### src/rtl/morph_filter3x3.sv
// Streaming 3x3 binary morphology filter (erode/dilate, cross or square
// structuring element) for raster-order pixel streams of IMG_W x IMG_H.
//
// Handshake: an input beat is taken on a rising edge where in_valid && in_ready.
// in_ready is high in IDLE and RUN and low during FLUSH. The output side
// has no backpressure. out_valid is a one-cycle pulse per pixel, and
// out_sof/out_eof/out_pixel are meaningful only while out_valid is high.
module morph_filter3x3 #(
  parameter int IMG_W = 256,
  parameter int IMG_H = 256
) (
  input  logic       clk,
  input  logic       rst,
  input  logic       in_pixel,
  input  logic       in_valid,
  input  logic       in_sof,
  output logic       in_ready,
  input  logic [1:0] mode,
  output logic       out_pixel,
  output logic       out_valid,
  output logic       out_sof,
  output logic       out_eof,
  output logic       sof_err
);

  localparam int NPIX   = IMG_W * IMG_H;
  localparam int LAST_B = NPIX + IMG_W;        // index of the final flush beat
  localparam int BW     = $clog2(LAST_B + 2);
  localparam int CW     = $clog2(IMG_W);
  localparam int RW     = $clog2(IMG_H);

  typedef enum logic [1:0] {IDLE, RUN, FLUSH} state_t;

  state_t            state, state_nxt;
  logic [BW-1:0]     b_cnt;                    // beats taken so far in this frame
  logic [CW-1:0]     cc;                       // column of the window centre
  logic [RW-1:0]     cr;                       // row of the window centre
  logic [1:0]        mode_q;                   // [0]=dilate, [1]=square
  logic [2*IMG_W+1:0] sr;                      // two line buffers + window taps
  logic [2*IMG_W+2:0] win;                     // sr plus the pixel of this beat
  logic              new_px, sof_beat, beat, center_valid, filt;
  logic              n_ok, s_ok, w_ok, e_ok, neutral;
  logic [8:0]        taps;

  // Beat qualification: sof beat in IDLE, any valid pixel in RUN, every FLUSH cycle
  always_comb begin
    sof_beat     = (state == IDLE) && in_valid && in_sof;
    beat         = sof_beat || ((state == RUN) && in_valid) || (state == FLUSH);
    new_px       = (state == FLUSH) ? 1'b0 : in_pixel;
    center_valid = beat && (state != IDLE) && (b_cnt >= BW'(IMG_W + 1));
  end

  // State register
  always_ff @(posedge clk or posedge rst) begin
    if (rst) state <= IDLE;
    else     state <= state_nxt;
  end

  // Next-state logic
  always_comb begin
    state_nxt = state;
    case (state)
      IDLE:    if (sof_beat) state_nxt = RUN;
      RUN:     if (in_valid && (b_cnt == BW'(NPIX - 1))) state_nxt = FLUSH;
      FLUSH:   if (b_cnt == BW'(LAST_B)) state_nxt = IDLE;
      default: state_nxt = IDLE;
    endcase
  end

  // FSM outputs: accept input except while flushing (and never under reset)
  always_comb begin
    in_ready = (state != FLUSH) && !rst;
  end

  // Beat counter, centre coordinates and per-frame mode latch
  always_ff @(posedge clk or posedge rst) begin
    if (rst) begin
      b_cnt  <= '0;
      cc     <= '0;
      cr     <= '0;
      mode_q <= 2'b00;
    end else if (sof_beat) begin
      b_cnt  <= BW'(1);
      cc     <= '0;
      cr     <= '0;
      mode_q <= mode;
    end else if (beat) begin
      b_cnt <= b_cnt + BW'(1);
      if (center_valid) begin
        if (cc == CW'(IMG_W - 1)) begin
          cc <= '0;
          cr <= cr + RW'(1);
        end else begin
          cc <= cc + CW'(1);
        end
      end
    end
  end

  // Pixel delay line; stale contents are harmless because padding masks them
  always_ff @(posedge clk) begin
    if (beat) sr <= win[2*IMG_W+1:0];
  end

  // Window taps with border padding; tap (r,c) sits (2-r)*IMG_W+(2-c) beats back
  always_comb begin
    win     = {sr, new_px};
    neutral = ~mode_q[0];
    n_ok    = (cr != '0);
    s_ok    = (cr != RW'(IMG_H - 1));
    w_ok    = (cc != '0);
    e_ok    = (cc != CW'(IMG_W - 1));
    taps    = '0;
    for (int r = 0; r < 3; r++) begin
      for (int c = 0; c < 3; c++) begin
        if ((r != 0 || n_ok) && (r != 2 || s_ok) && (c != 0 || w_ok) &&
            (c != 2 || e_ok) && (mode_q[1] || r == 1 || c == 1))
          taps[r*3+c] = win[(2-r)*IMG_W + (2-c)];
        else
          taps[r*3+c] = neutral;
      end
    end
    filt = mode_q[0] ? (|taps) : (&taps);
  end

  // Registered outputs, one cycle after the beat that completes the window
  always_ff @(posedge clk or posedge rst) begin
    if (rst) begin
      out_valid <= 1'b0;
      out_pixel <= 1'b0;
      out_sof   <= 1'b0;
      out_eof   <= 1'b0;
      sof_err   <= 1'b0;
    end else begin
      out_valid <= center_valid;
      out_pixel <= center_valid && filt;
      out_sof   <= center_valid && (cr == '0) && (cc == '0);
      out_eof   <= center_valid && (cr == RW'(IMG_H - 1)) && (cc == CW'(IMG_W - 1));
      sof_err   <= (state == RUN) && in_valid && in_sof;
    end
  end

endmodule

### config.mk
export PLATFORM = sky130hd
export DESIGN_NAME = morph_filter3x3
export DESIGN_NICKNAME = d
export VERILOG_FILES = /design/src/rtl/morph_filter3x3.sv
export SDC_FILE = /design/constraint.sdc
export NUM_CORES = 1
export LEC_CHECK = 0
export ABC_CLOCK_PERIOD_IN_PS = 43200
export BUFFER_PORTS_ARGS = -buffer_cell sky130_fd_sc_hd__buf_2
export CORE_AREA = 2 2 131 260
export DETAILED_ROUTE_END_ITERATION = 8
export DIE_AREA = 0 0 133 262
export PLACE_DENSITY = 0.75
export SLEW_MARGIN = 20
export SYNTH_ARGS = -nofsm -noshare
export SYNTH_HDL_FRONTEND = slang
export SYNTH_SLANG_ARGS = --single-unit
export TNS_END_PERCENT = 100
### constraint.sdc
create_clock -name clk -period 43.2 [get_ports clk]
set_clock_uncertainty 0.1 [all_clocks]
set_input_delay 2.16 -clock clk [delete_from_list [all_inputs] [get_ports clk]]
set_output_delay 2.16 -clock clk [all_outputs]
set_load 0.03 [all_outputs]
Word-level counts from Yosys, hierarchy flattened --
Index checks and enable logic that the tools add are counted.
Cells by class: add/sub/neg operators 3, equality and inequality tests 12, magnitude comparators 1, bitwise operators 1, muxes and demuxes 24, reduce and logical (&&, ||, !) cells 38
Operators by type and width (number):
- $mux W8 | 8
- $mux W17 | 2
- $logic_and A1 B1 Y1 | 21
- $add A17 B1 Y17 const B | 1
- $eq A17 B16 Y1 const B | 1
- $eq A17 B17 Y1 const B | 1
- $ge A17 B9 Y1 const B | 1
- $add A8 B1 Y8 const B | 2
- $eq A8 B8 Y1 const B | 2
- $logic_not A8 Y1 | 2
- $ne A8 B8 Y1 const B | 2
- $reduce_bool A8 Y1 | 2
- $mux W1 | 10
- $reduce_and A9 Y1 | 1
- $reduce_or A9 Y1 | 1
- $reduce_bool A2 Y1 | 4
- $mux W2 | 3
- $ne A2 B2 Y1 const B | 3
- $pmux W2 S3 | 1
- $reduce_and A3 Y1 | 2
- $eq A2 B1 Y1 const B | 1
- $eq A2 B2 Y1 const B | 1
- $logic_not A2 Y1 | 1
- $logic_or A1 B1 Y1 | 2
- other kinds (4) | 4
Word-level totals: flip-flop bits (word level) 556, word-level logic and storage cells 90, input port bits 7, output and inout port bits 6

Logic depth before layout (Yosys ltp) --
word-level depth 10, depth in mapped cells 10

Worst setup path before layout --
No wires, ideal clock.
path kind input -> register, start input in_valid, end register sr[0], enable pin, required time 38.162 ns, arrival time 13.899 ns, library setup time 4.938 ns, path buffers 1, stages 3, setup slack 24.263 ns, cells stage by stage nand4bb_1 > clkbuf_1 > nand3_1
On the way: word-level cells in the longest chain between the ends 4, elaborated cells on any way between the ends 5, those cells by class reduce/logical (5)
Ends and longest elaborated chain:
- from (decl) | line 15 | input logic in_valid,
- $logic_and A1 B1 Y1 (2 in a row) | line 47 | sof_beat = (state == IDLE) && in_valid && in_sof;
- $logic_or A1 B1 Y1 * (2 in a row) | line 48 | beat = sof_beat || ((state == RUN) && in_valid) || (state == FLUSH);
- net beat | line 41 | logic new_px, sof_beat, beat, center_valid, filt;
- to (signal assigned) | line 102 | if (beat) sr <= win[2*IMG_W+1:0];
- to (decl) | line 39 | logic [2*IMG_W+1:0] sr;
Mark *: on every way through the listed nets, which the timed path passes. The rest lies on a longest branch. A chain may end at the register's enable or synchronous reset.

Worst setup path in the final report --
start input in_valid, end register sr[205], enable pin
The elaborated chain is that of the path after synthesis.

==> out/qor.yml <==
final_layout:
  diodes: 0
  syn2layout_area_growth_pct: 11.9
  multi_input_area_sq_um: 1200
  fin_area_sq_um: 19900
  fillerInstances: 2176
  seqCellArea_sq_um: 16500
  layout.cells.most_common: "edfxtp_1"
  final_layout_size_suffix_gt1_share_pct: 10.4
  final_cell_mix: "514 x edfxtp_1, 46 x clkbuf_16, 42 x dfrtp_1"
  nets: 845
clock_network:
  htree_levels: 2
  clk_path_buf_depth: 3
  clk_pin_slew_ns: 0.07
  cts-buffers-inserted: 45
  hold_buffers: 0
  cts_tree: "done"
  cts-root-buf: "clkbuf_16"
  cts_setup_buffers: 0
  cts_resized: 0
  clock_sinks: 556
  clk_latency_ns: 0.57
timing:
  hold_viol: 0
  tightestPinTransition_ns: 1.07
  period_needed_ns: 5.17
  setup_slack_ns: 38.03
  setup_viol: 0
  hold_ws_ns: 0.306
  maxSlewHeadroom_pct: 29.0
  period_share_pct: 12.0
  grt_setup_unrepaired: "no"
  maxSlewViolCount: 0
  totalNegativeSetupSlack_ns: 0
  fmax_mhz: 193
drt:
  drc: 0
  via_count: 6783
  detail_route.first_pass.iterations: 5
  final_antenna_net_count: 0
  drt_iter0_markers: 648
  viasPerCell: 5.24
  wl_per_cell_microns: 19.1
  drt_wl_total_microns: 24800
synthesis:
  yosys.area.top_type: "edfxtp_1"
  synthTopCellsByArea: "edfxtp_1 87%, dfrtp_1 5.9%, nor2_1 0.70%"
  syn_inst: 773
  async_reset_ff_share_pct: 7.55
  postSynthAreaPerCell_sq_um: 23.0
  synth_edf_count: 514
  synth_area_sq_um: 17800
  ys_ff_latch: 556
  ys_warn_count: 0
  ys.flop_type: "edfxtp_1"
  synth.yosys.seq_area_share_pct: 92.7
  synth_top_area_share_pct: 86.8
  syn_nets: 788
  synth_cell_type_count: 43
die:
  dieArea_sq_um: 34800
  die_h_microns: 262
  die_w_microns: 133
  floorplan.initialDensity_pct: 54.2
  pin_count: 13
  rows: 94
  coreArea_sq_um: 32800
power_and_ir_drop:
  p_leak_nw: 6.81
  total_power_w: 0.00140
  pwr_density_cell_nw_per_um2: 70.5
  ir_worst_vdd_mv: 0.0718
run:
  drv_cap: 0
global_route:
  grt_pass1_wl_microns: 38400
  grt_antenna_before_repair: 0
  first_global_vias: 6785
  grt_use_total_pct: 14.5
  grt.overflow.total: 0
  grt_max_degree: 206
run_status:
  status: "finished clean"
placement:
  hpwlAfterDp_microns: 10900
  dp_slack_ns: 37.34
  gp_congestion: 0.772
  port-buffer-count: 12
  dpl-instance-area_sq_um: 18400
worst_setup_path:
  critPathRequiredTime_ns: 43.27
  cp-endpoint: "sr[205]"
  end_kind: "register"
  worstSetupStartpoint: "in_valid"
  worstPathMaxFanout: 85
  r2r-start: "state[0]"
  start_kind: "input port"
  path_class: "in -> reg"
  rr_worst_depth: 4
  cp.arrival_ns: 5.23
  r2r_slack_ns: 39.23
  reg2reg_to: "sr[205]"
min_path:
  min_path_type: "reg -> reg"
==> synth_stat cells, types with 2 or more instances <==
library cell and count:
xnor2_1 9, inv_1 13, o21ai_0 11, nor4b_1 2
and4_1 3, edfxtp_1 514, nand2_1 27, nand2b_1 4
dfrtp_1 42, buf_6 3, nor3_1 11, clkbuf_1 4
xor2_1 8, a21oi_1 16, a31oi_1 4, nor2_1 33
and3_1 4, or3_1 4, nand3_1 20, o31ai_1 2
ha_1 8, o211ai_1 2, nand4_1 8, and2_1 2
==> layout make-up <==
| cell class | count | area share, % |
|---|---|---|
| clock buffers | 50 | 5.86 |
| multi-input cells | 195 | 6.04 |
| clock inverters | 30 | 1.60 |
| inverters | 14 | 0.264 |
| well taps | 432 | 2.72 |
| repair buffers | 18 | 0.610 |
| flip-flops and latches | 556 | 82.9 |
==> state kept, by name, indices dropped and copies added (netlist names), 2 cells and up <==
| register | count |
|---|---|
| sr | 514 |
| b_cnt | 17 |
| cc | 8 |
| cr | 8 |
| mode_q | 2 |
| state | 2 |
==> metal layers <==
metal | vias to the layer above | global-route usage, % | routed length (microns)
met3 | 47 | 2.68 | 823
met5 | - | 0 | 0
met2 | 127 | 22.8 | 12000
li1 | 3123 | - | -
met4 | 0 | 6.27 | 794
met1 | 3486 | 20.3 | 11200
==> worst min path at each step <==
stage | depth (start not counted) | endpoint | from
3_3_place_gp | 0 | sr[300] | sr[299]
6_report | 0 | sr[67] | sr[66]
5_1_grt | 0 | sr[62] | sr[61]
2_1_floorplan | 0 | sr[100] | sr[99]
4_1_cts | 0 | sr[67] | sr[66]
3_5_place_dp | 0 | sr[105] | sr[104]
==> critical path, stage by stage <==
cell	delay, ns
buf_2	0.12
nand4bb_1	0.42
nand3_4	0.67
buf_4	0.88
buf_4	0.88
==> metrics by stage <==
step / util [%] / cells
after floorplan: - / 773
after global placement: 56.1 / 1215
after detailed placement: 56.1 / 1215
after CTS: 60.6 / 1295
after global routing: 60.6 / 1295
final: 60.6 / 1295
==> logic make-up (layout without fill, tap and decap cells) <==
kind of cell	count (synthesis)	in the layout	share of synthesized area, %
AO/OA/AOI/OAI	46	46	1.79
adder cells (fa/ha/maj)	8	8	0.563
flip-flops	556	556	92.7
buffers and inverters	22	112	0.598
multiplexers	1	1	0.0563
AND/OR/NAND/NOR	123	123	3.41
XOR/XNOR	17	17	0.838
==> where the power goes <==
part           internal [W]  leakage (nW)  switching (W)
logic             0.0000165         0.563      0.0000786
registers          0.000827          5.54      0.0000652
clock network      0.000232         0.707       0.000183
total               0.00108          6.81       0.000326
Power figures use the tool's default switching activity.
